==> src/rtl/or1200_wb_mem_arbiter.sv <==
// Round-robin arbiter sharing one 1-cycle-latency 32-bit SRAM between the OR1200
// instruction and data Wishbone classic masters, with out-of-window defaults.
module or1200_wb_mem_arbiter #(
  parameter int          AW       = 14,
  parameter logic [31:0] IWB_DFLT = 32'h15000000,
  parameter logic [31:0] DWB_DFLT = 32'h00000000
) (
  input  logic          clk,
  input  logic          rst_n,
  // instruction master
  input  logic          iwb_cyc_i,
  input  logic          iwb_stb_i,
  input  logic [31:0]   iwb_adr_i,
  output logic [31:0]   iwb_dat_o,
  output logic          iwb_ack_o,
  // data master
  input  logic          dwb_cyc_i,
  input  logic          dwb_stb_i,
  input  logic          dwb_we_i,
  input  logic [3:0]    dwb_sel_i,
  input  logic [31:0]   dwb_adr_i,
  input  logic [31:0]   dwb_dat_i,
  output logic [31:0]   dwb_dat_o,
  output logic          dwb_ack_o,
  // SRAM
  output logic          mem_en_o,
  output logic [3:0]    mem_we_o,
  output logic [AW-1:0] mem_addr_o,
  output logic [31:0]   mem_wdata_o,
  input  logic [31:0]   mem_rdata_i,
  // statistics
  output logic [15:0]   oor_cnt_o
);

  localparam logic [1:0] ST_IDLE   = 2'd0;
  localparam logic [1:0] ST_ACCESS = 2'd1;
  localparam logic [1:0] ST_RESP   = 2'd2;

  localparam logic OWN_IWB = 1'b0;
  localparam logic OWN_DWB = 1'b1;

  logic [1:0]    state;
  logic          last_grant;
  logic          owner;
  logic [AW-1:0] lat_addr;
  logic          lat_we;
  logic [3:0]    lat_sel;
  logic [31:0]   lat_wdata;
  logic          lat_in_win;
  logic          iwb_ack_q;
  logic          dwb_ack_q;
  logic [15:0]   oor_cnt;

  logic iwb_req;
  logic dwb_req;
  logic iwb_in_win;
  logic dwb_in_win;
  logic grant_dwb;
  logic in_access;

  // Byte-offset bits never reach a word-wide SRAM.
  logic unused_adr_lsbs;
  assign unused_adr_lsbs = &{1'b0, iwb_adr_i[1:0], dwb_adr_i[1:0]};

  assign iwb_req    = iwb_cyc_i & iwb_stb_i;
  assign dwb_req    = dwb_cyc_i & dwb_stb_i;
  assign iwb_in_win = (iwb_adr_i[31:AW+2] == '0);
  assign dwb_in_win = (dwb_adr_i[31:AW+2] == '0);

  // NOTE: combinational blocks assign every output a default first, so no latch is inferred.
  always_comb begin
    grant_dwb = 1'b0;
    if (dwb_req && (!iwb_req || last_grant == OWN_IWB))
      grant_dwb = 1'b1;
  end

  // NOTE: sequential state uses non-blocking assignments only, so every register sees pre-edge values.
  always_ff @(posedge clk or negedge rst_n) begin
    if (!rst_n) begin
      state      <= ST_IDLE;
      last_grant <= OWN_DWB;
      owner      <= OWN_IWB;
      lat_addr   <= '0;
      lat_we     <= 1'b0;
      lat_sel    <= 4'b0000;
      lat_wdata  <= 32'h0;
      lat_in_win <= 1'b0;
      iwb_ack_q  <= 1'b0;
      dwb_ack_q  <= 1'b0;
      oor_cnt    <= 16'h0;
    end else begin
      case (state)
        ST_IDLE: begin
          iwb_ack_q <= 1'b0;
          dwb_ack_q <= 1'b0;
          if (iwb_req || dwb_req) begin
            owner      <= grant_dwb;
            last_grant <= grant_dwb;
            state      <= ST_ACCESS;
            if (grant_dwb) begin
              lat_addr   <= dwb_adr_i[AW+1:2];
              lat_we     <= dwb_we_i;
              lat_sel    <= dwb_sel_i;
              lat_wdata  <= dwb_dat_i;
              lat_in_win <= dwb_in_win;
            end else begin
              lat_addr   <= iwb_adr_i[AW+1:2];
              lat_we     <= 1'b0;
              lat_sel    <= 4'b0000;
              lat_wdata  <= 32'h0;
              lat_in_win <= iwb_in_win;
            end
          end
        end
        ST_ACCESS: begin
          if (!lat_in_win && oor_cnt != 16'hFFFF)
            oor_cnt <= oor_cnt + 16'd1;
          // A master that abandoned its cycle during the access gets no acknowledge.
          iwb_ack_q <= (owner == OWN_IWB) & iwb_cyc_i;
          dwb_ack_q <= (owner == OWN_DWB) & dwb_cyc_i;
          state     <= ST_RESP;
        end
        ST_RESP: begin
          iwb_ack_q <= 1'b0;
          dwb_ack_q <= 1'b0;
          state     <= ST_IDLE;
        end
        default: begin
          iwb_ack_q <= 1'b0;
          dwb_ack_q <= 1'b0;
          state     <= ST_IDLE;
        end
      endcase
    end
  end

  assign in_access   = (state == ST_ACCESS);
  assign mem_en_o    = in_access & lat_in_win;
  assign mem_we_o    = mem_en_o ? ({4{lat_we}} & lat_sel) : 4'b0000;
  assign mem_addr_o  = mem_en_o ? lat_addr : '0;
  assign mem_wdata_o = mem_en_o ? lat_wdata : 32'h0;

  // Read data arrives the cycle after the access, i.e. together with the registered ack.
  always_comb begin
    iwb_dat_o = 32'h0;
    dwb_dat_o = 32'h0;
    if (iwb_ack_q)
      iwb_dat_o = lat_in_win ? mem_rdata_i : IWB_DFLT;
    if (dwb_ack_q && !lat_we)
      dwb_dat_o = lat_in_win ? mem_rdata_i : DWB_DFLT;
  end

  assign iwb_ack_o = iwb_ack_q;
  assign dwb_ack_o = dwb_ack_q;
  assign oor_cnt_o = oor_cnt;

endmodule
==> config.mk <==
export PLATFORM = sky130hd
export DESIGN_NAME = or1200_wb_mem_arbiter
export DESIGN_NICKNAME = d
export VERILOG_FILES = /design/src/rtl/or1200_wb_mem_arbiter.sv
export SDC_FILE = /design/constraint.sdc
export NUM_CORES = 1
export LEC_CHECK = 0
export ABC_AREA = 1
export CORE_MARGIN = 4
export CORE_UTILIZATION = 36
export DETAILED_ROUTE_END_ITERATION = 10
export PLACE_DENSITY = 0.93
export SYNTH_ARGS = -nofsm -noshare
export SYNTH_HDL_FRONTEND = slang
export SYNTH_SLANG_ARGS = --single-unit
==> constraint.sdc <==
create_clock -name clk -period 2.2 [get_ports clk]
set_clock_uncertainty 0.2 [all_clocks]
set_input_delay 0.44 -clock clk [delete_from_list [all_inputs] [get_ports clk]]
set_output_delay 0.44 -clock clk [all_outputs]
set_load 0.05 [all_outputs]
[After elaboration in Yosys (flattened, before gate mapping)]
Index checks and enable logic that the tools add are counted.
Cells by class
  equal/unequal tests: 3
  reductions and logical operators: 13
  bitwise logic cells: 8
  $add $sub $neg: 1
  muxes and demuxes: 17
Operator list (number)
  $mux 32: 6
  $logic_not 16->1: 2
  $mux 14: 2
  $add 16x1->16 const B: 1
  $ne 16x16->1 const B: 1
  $mux 4: 2
  $and 1x1->1: 5
  $mux 1: 5
  $and 4x4->4: 1
  $pmux 2 s2: 1
  $reduce_and 2->1: 2
  $logic_and 1x1->1: 3
  $logic_not 1->1: 3
  $eq 2x1->1 const B: 1
  $logic_not 2->1: 1
  $logic_or 1x1->1: 2
  $mux 2: 1
  $ne 2x2->1 const B: 1
  $not 1->1: 2
Word-level totals
  logic and storage cells: 53
  output and inout port bits: 133
  register bits after elaboration: 74

[Longest topological paths before layout]
Gate-level depths: netlist of the first run.
  word-level depth: 6
  depth in mapped cells: 10
  depth with buffers taken out: 9

[Worst setup path after synthesis of the first run]
OpenSTA, ideal clock, no wires.
  path kind: register to output
  start point: register state[1]
  end point: output port mem_wdata_o[10]
  path buffers: 1
  slack: -0.788 ns
  arrival time: 2.348 ns
  required time: 1.560 ns
  stages on the path, launching flop included: 7
  cell sequence: dfrtp_1 -> inv_1 -> nand2_1 -> nor2_1 -> inv_2 -> buf_1 -> nor2_1
On the way
  cells in the longest elaborated chain, start to end: 3
RTL lines
  from (decl): line 42  | logic [1:0] state;
  from (signal assigned): line 80  | state <= ST_IDLE;
  from (signal assigned): line 99  | state <= ST_ACCESS;
  from (signal assigned): line 121  | state <= ST_RESP;
  $eq 2x1->1: line 137  | assign in_access = (state == ST_ACCESS);
  $and 1x1->1: line 138  | assign mem_en_o = in_access & lat_in_win;
  named net mem_en_o: line 26  | output logic mem_en_o,
  $mux 32: line 141  | assign mem_wdata_o = mem_en_o ? lat_wdata : 32'h0;
  to (decl): line 29  | output logic [31:0] mem_wdata_o,
The timed path passes the listed nets, and every way through them passes these cells.

[Worst setup path after layout of the first run]
  start point: register state[1]
  end point: output port mem_wdata_o[3]
On the way
  cells in the longest elaborated chain, start to end: 3
RTL lines (line)
  $eq 2x1->1: 137
  $and 1x1->1: 138
  $mux 32: 141
No other way between the ends.

==> flow_summary.toml, run 1 <==
[worst_setup_path]
critPathMaxFanout = 7
reg2reg_slack_ns = 0.19
required_ns = 1.56
path_class = "flop to output port"
arrival_ns = 1.59
end_kind = "output port"
cp-start-kind = "flop"

[timing]
tightest_slew_ns = 0.5346
whs_ns = 0.2676
rsz0062_at_grt = "true"
maxSlewViolCount = 0
totalNegativeSetupSlack_ns = -0.1950
relSlewSlack_pct = 64.28
setup_violations = 18
hold_viol_final = 0
fin_ws_ns = -0.02711
post-route-period-util_pct = 101.2
fmax_mhz = 449.0
min_period_ns = 2.227

[power]
ir_drop_v = 0.0004287
power_leakage_nw = 3.950
powerDensity_mw_per_mm2 = 497.7

[cts]
root_buffer = "clkbuf_16"
cts.reportedPaths.clkPinSlew_ns = 0.06
cts.path.max_buffers = 2
htreeDepth = 3
cts_tree = "built"
cts.sinks = 74
cts_buffers = 9
clk_latency_ns = 0.33

[synth]
ys_seq_area_share_pct = 45.22
synth_fp_nets = 737
synth_top_area_share_pct = 44.58
synth_seq_cells = 74
yosys-top-cells-area = "dfrtp_1 (45%), nand2_1 (13%), nor2_1 (13%), inv_1 (9.7%), o21ai_0 (3.8%)"
syn_area_sq_mm = 0.004098
yosys_warnings = 0
syn_inst = 597
synth.avg_cell_area_sq_um = 6.864
ys_types = 29
yosysTopAreaCell = "dfrtp_1"

[floorplanning]
start_util_pct = 37.31
dieArea_sq_mm = 0.01315
die_w_um = 114.7
io_pins = 272
core_area_sq_mm = 0.01098
die_y_um = 114.7
num_rows = 38

[grt]
antenna_found_initial = 1
grt_pass1_wl_mm = 25.91
globalRouteOverflowTotal = 0
grt_max_degree = 54
grt_use_total_pct = 25.12
grt_pass1_vias = 5197

[drt]
viasPerCell = 4.932
ant_nets = 0
drtIter0Drc = 294
drt_wl_total_mm = 17.48
routedWlPerCell_um = 17.10
drt_pass1_iterations = 4
drc = 0
vias = 5040

[layout]
nFillCells = 543
layout-drive-gt1-share_pct = 33.83
ff_latch_area_sq_mm = 0.001853
area_delta_synth_final_pct = 126.2
nNetsFinal = 1016
fin_area_sq_mm = 0.009268
multi_input_area_sq_mm = 0.002261

[status]
status = "finished, violations left"
violations = "setup timing"

[placement]
hpwl_mm = 13.29
placed_area_sq_mm = 0.008517
io_buffers = 267
globalplace.congestion = 0.8618

[run]
drv_cap = 0

[worst_hold_path]
hp-class = "flop to flop"
-- cell usage after synthesis, drive strengths merged --
cell / n
a21oi: 4
and3: 1
buf: 14
clkbuf: 11
dfrtp: 73
dfstp: 1
ha: 1
inv: 107
nand2: 148
nand3: 23
nand3b: 4
nand4: 3
nor2: 149
nor3: 3
o211ai: 14
o21ai: 37
xnor2: 2
xor2: 2
-- what timing repair did --
| item | 4_1_cts | 5_1_grt |
|---|---|---|
| gates resized for setup | 33 | 37 |
| hold buffers | 1 | 0 |
| endpoints found under the hold margin | 30 | 0 |
| pin swaps | 9 | 4 |
| endpoints found under the setup margin | 78 | 91 |
| cloned | 3 | 2 |
| setup buffers | 7 | 0 |
-- layout by cell type (no fill, tap or decap), drive strengths merged --
master	instances
clkdlybuf4s50	133
o211ai	14
nand3b	4
and3	1
clkbuf	15
xnor2	2
dfstp	1
a21oi	4
dlymetal6s2s	1
o21ai	37
nand2	148
nor3	3
dlygate4sd2	2
nor2	149
dfrtp	73
dlygate4sd3	1
buf	153
bufinv	2
nand3	23
xor2	2
ha	1
inv	109
nand4	3
diode	1
-- flip-flops by register name (all words and copies together), names as in the netlist --
name        flops
dwb_ack_o       1
iwb_ack_o       1
last_grant      1
lat_addr       14
lat_in_win      1
lat_sel         4
lat_wdata      32
lat_we          1
oor_cnt_o      16
owner           1
state           2
-- metrics by stage --
step | instances | worst slack, ns | total power [mW] | utilization [%]
2_1_floorplan | 597 | -0.2223 | 2.378 | -
3_3_place_gp | 992 | 0.1498 | 2.861 | 77.55
3_5_place_dp | 992 | 0.04991 | 2.950 | 77.55
4_1_cts | 1019 | -0.02661 | 4.611 | 82.83
5_1_grt | 1022 | -0.09198 | 4.811 | 84.38
6_report | 1022 | -0.02711 | 4.612 | 84.38
-- metal layers --
layer	global-route usage [%]	up-vias	part of all wire, %
met5	0	-	0
met3	7.030	48	9.0
met2	46.88	288	54
met1	25.36	2351	33
li1	-	2353	-
met4	12.52	0	4.1
-- where the power goes --
group / internal (mW) / switching (mW)
clock network: 1.09 / 0.560
logic: 0.486 / 0.740
registers: 1.60 / 0.131
-- final cells by class --
type | instances | share of cell area (%)
multi-input combinational | 391 | 24.40
clock inverter | 3 | 0.7425
sequential | 74 | 19.99
timing repair buffer | 292 | 45.44
timing repair inverter | 1 | 0.1215
antenna | 1 | 0.02700
clock buffer | 13 | 2.916
inverter | 107 | 4.469
tap | 140 | 1.890
-- critical path, cell delays in order (launching register included) --
cell and delay [ns]:
dfrtp_1 0.38, inv_1 0.06, nand2_2 0.07, nor2_4 0.13
buf_12 0.14, inv_12 0.06, clkbuf_16 0.17, nor2_4 0.11
buf_12 0.14
-- path summary, 6_finish.rpt --
kind	start	to	cells past startpoint
setup / recovery	state[1]$_DFFE_PN0P_	mem_wdata_o[3]	8
hold / removal	last_grant$_DFFE_PN1P_	last_grant$_DFFE_PN1P_	2
setup reg to reg	oor_cnt_o[0]$_DFFE_PN0P_	oor_cnt_o[3]$_DFFE_PN0P_	9
hold reg to reg	last_grant$_DFFE_PN1P_	last_grant$_DFFE_PN1P_	2
max in group asynchronous	rst_n	lat_wdata[29]$_DFFE_PN0P_	3
min in group asynchronous	rst_n	lat_addr[9]$_DFFE_PN0P_	2
-- cells by family (layout without fill, tap and decap cells) --
logic type	Yosys count	after routing	share of synthesized area, %
AOI/OAI and AO/OA	55	55	7.664
xor gates and xnor gates	4	4	0.8551
adders and majority gates	1	1	0.3053
buffers and inverters	132	416	13.10
DFF	74	74	45.22
other	0	1	0
and+or+nand+nor	331	331	32.85
Note: power is estimated with default switching activity, not from simulation.
==> run 2, diff against run 1 <==
--- a/config.mk
+++ b/config.mk
@@ -5,11 +5,11 @@
 export SDC_FILE = /design/constraint.sdc
 export NUM_CORES = 1
 export LEC_CHECK = 0
-export ABC_AREA = 1
+export ABC_AREA = 0
 export CORE_MARGIN = 4
 export CORE_UTILIZATION = 36
 export DETAILED_ROUTE_END_ITERATION = 10
-export PLACE_DENSITY = 0.93
+export PLACE_DENSITY = 0.94
 export SYNTH_ARGS = -nofsm -noshare
 export SYNTH_HDL_FRONTEND = slang
 export SYNTH_SLANG_ARGS = --single-unit
==> flow_summary.toml, run 2 <==
[grt]
grt_pass1_vias = 4777
globalRouteOverflowTotal = 0
grt_use_total_pct = 26.69
grt_max_degree = 48
grt_pass1_wl_mm = 26.51
antenna_found_initial = 0

[status]
status = "finished, violations left"
violations = "setup timing"

[power]
p_total_mw = 4.447
powerDensity_mw_per_mm2 = 504.1
ir_drop_v = 0.0004411
power_leakage_nw = 3.883

[worst_setup_path]
arrival_ns = 1.64
cp-start-kind = "flop"
crit_family = "simple AND/OR/NAND/NOR gates"
end_kind = "output port"
required_ns = 1.56
crit_buf_inv = 3
slowest_delay_ns = 0.38
cp_slowest_cell = "dfrtp_1"
r2r_start = "state[1]$_DFFE_PN0P_"
crit_chain = "and2b_4 -> buf_6 -> clkbuf_16 -> and3_4 -> buf_12"
critPathMaxFanout = 8
path_class = "flop to output port"
critPathLaunch = "state[1]$_DFFE_PN0P_"

[layout]
area_delta_synth_final_pct = 122.6
layout-drive-gt1-share_pct = 43.98
diodes = 0
nFillCells = 542
nNetsFinal = 799
stdcell_count = 804
largest_register_ffs = 32
final_common_cell = "clkdlybuf4s50_1"
top_register = "lat_wdata"
final_util_pct = 81.73
fin_area_sq_mm = 0.008821
most-common-layout-cells = "clkdlybuf4s50_1 (133), buf_12 (124), dfrtp_1 (71), and3_4 (54), a22o_1 (37)"

[drt]
maxUsedRoutingLayer = "met4"
met1_length_mm = 6.327
met2_length_mm = 9.411
drt_pass1_iterations = 4
met3_wirelength_mm = 1.478
ant_nets = 0
routedWlPerCell_um = 22.44
drtIter0Drc = 220
vias = 4416
drc = 0
drt_wl_total_mm = 18.04
viasPerCell = 5.493

[synth]
synthFlopType = "dfrtp_1"
synth_edf_count = 0
synth_seq_cells = 74
yosys_warnings = 0
syn_area_sq_mm = 0.003963
ys_seq_area_share_pct = 46.76
yosysTopAreaCell = "dfrtp_1"
ys_types = 44
syn_inst = 376
synth.top_cells.by_count = "and3_1 (85), dfrtp_1 (73), a22o_1 (37), and2_1 (33), clkbuf_1 (19)"
synth_fp_nets = 516
yosysMostFrequentCell = "and3_1"
yosys-top-cells-area = "dfrtp_1 (46%), and3_1 (13%), a22o_1 (8.2%), and2_1 (5.2%), a221o_1 (3.5%)"
synth.avg_cell_area_sq_um = 10.54
postSynth.asyncResetShare_pct = 100.0
synth_top_area_share_pct = 46.10

[timing]
rsz0062_at_grt = "true"
hold_viol_final = 0
post-route-period-util_pct = 103.8
fmax_mhz = 438.0
fin_ws_ns = -0.08324
setup_violations = 68
maxSlewViolCount = 0
tightest_slew_ns = 0.5998
min_period_ns = 2.283
relSlewSlack_pct = 60.01

[placement]
globalplace.congestion = 0.8813
hpwl_mm = 12.59
io_buffers = 267
placed_area_sq_mm = 0.007956
dp_cells = 766

[cts]
cts.path.max_buffers = 2
cts_tree = "built"
htreeDepth = 3
cts.reportedPaths.clkPinSlew_ns = 0.08
cts.sinks = 74
cts_buffers = 9
root_buffer = "clkbuf_8"
clk_latency_ns = 0.35

[floorplanning]
die_w_um = 112.9
dieArea_sq_mm = 0.01275
io_pins = 272
die_y_um = 112.9
start_util_pct = 36.71
core_area_sq_mm = 0.01079
num_rows = 38

[worst_hold_path]
hp-class = "flop to flop"
hp-start = "owner$_DFFE_PN0P_"

[run]
drv_cap = 0
-- run 2: timing repair --
action	4_1_cts	5_1_grt
gates cloned	3	4
pin swaps	2	24
gates resized for setup	87	23
endpoints found under the setup margin	89	115
hold buffers	1	0
hold endpoints to repair	37	0
setup buffers	11	4
-- run 2: stage by stage --
stage,setup TNS (ns),worst slack [ns],hold WS (ns)
CTS,-3.692,-0.08655,0.3088
global route,-7.611,-0.1459,0.3242
detailed placement,-1.237,-0.1078,0.2688
global placement,-0.3638,-0.02831,0.2619
floorplan,0,0.01905,-0.05559
finish,-3.159,-0.08324,0.3113
-- run 2: layout make-up --
cell class | instances | area (sq um) | share of cell area, %
inverter | 4 | 15.01 | 0.1702
clock inverter | 6 | 66.31 | 0.7518
clock buffer | 10 | 137.6 | 1.560
timing repair buffer | 304 | 4290 | 48.64
tap | 140 | 175.2 | 1.986
sequential | 74 | 1856 | 21.04
multi-input combinational | 266 | 2281 | 25.86
-- run 2: cells by family (layout without fill, tap and decap cells) --
family                   Yosys count  count (layout)  share of synthesized area, %
adder cells (fa/ha/maj)            1               1                        0.3157
multiplexers                       1               1                        0.3788
AO/OA/AOI/OAI                     67              67                         14.90
buffers and inverters             36             324                         4.989
XOR/XNOR                          12              12                         2.652
AND/OR/NAND/NOR                  185             185                         30.00
flip-flops                        74              74                         46.76
-- run 2: routing by layer --
layer,vias to the layer above,GRT usage [%]
met2,278,48.18
li1,1968,-
met1,2111,28.90
met3,59,7.273
met5,-,0
met4,0,12.42
-- run 2: power by group --
| group | switching [mW] | internal [mW] | total, mW |
|---|---|---|---|
| Combinational | 0.688 | 0.742 | 1.43 |
| Sequential | 0.262 | 1.67 | 1.94 |
| Clock | 0.526 | 0.554 | 1.08 |
| Total | 1.48 | 2.97 | 4.45 |
-- run 2: worst paths after layout --
check / to / slack (ns) / cells after the start
setup / recovery: mem_wdata_o[4] / -0.08 / 5
hold / removal: owner$_DFFE_PN0P_ / 0.31 / 1
setup reg to reg: lat_addr[13]$_DFFE_PN0P_ / 0.12 / 7
hold reg to reg: owner$_DFFE_PN0P_ / 0.31 / 1
max in group asynchronous: lat_we$_DFFE_PN0P_ / 0.80 / 3
min in group asynchronous: lat_addr[10]$_DFFE_PN0P_ / 0.45 / 3
-- run 2: worst reg2reg max path: stages (launching register included) --
cell and delay [ns]:
dfrtp_1 0.38, buf_4 0.14, buf_4 0.13, or2_4 0.24
a21o_1 0.25, buf_12 0.19, and2_0 0.18, a221o_1 0.27
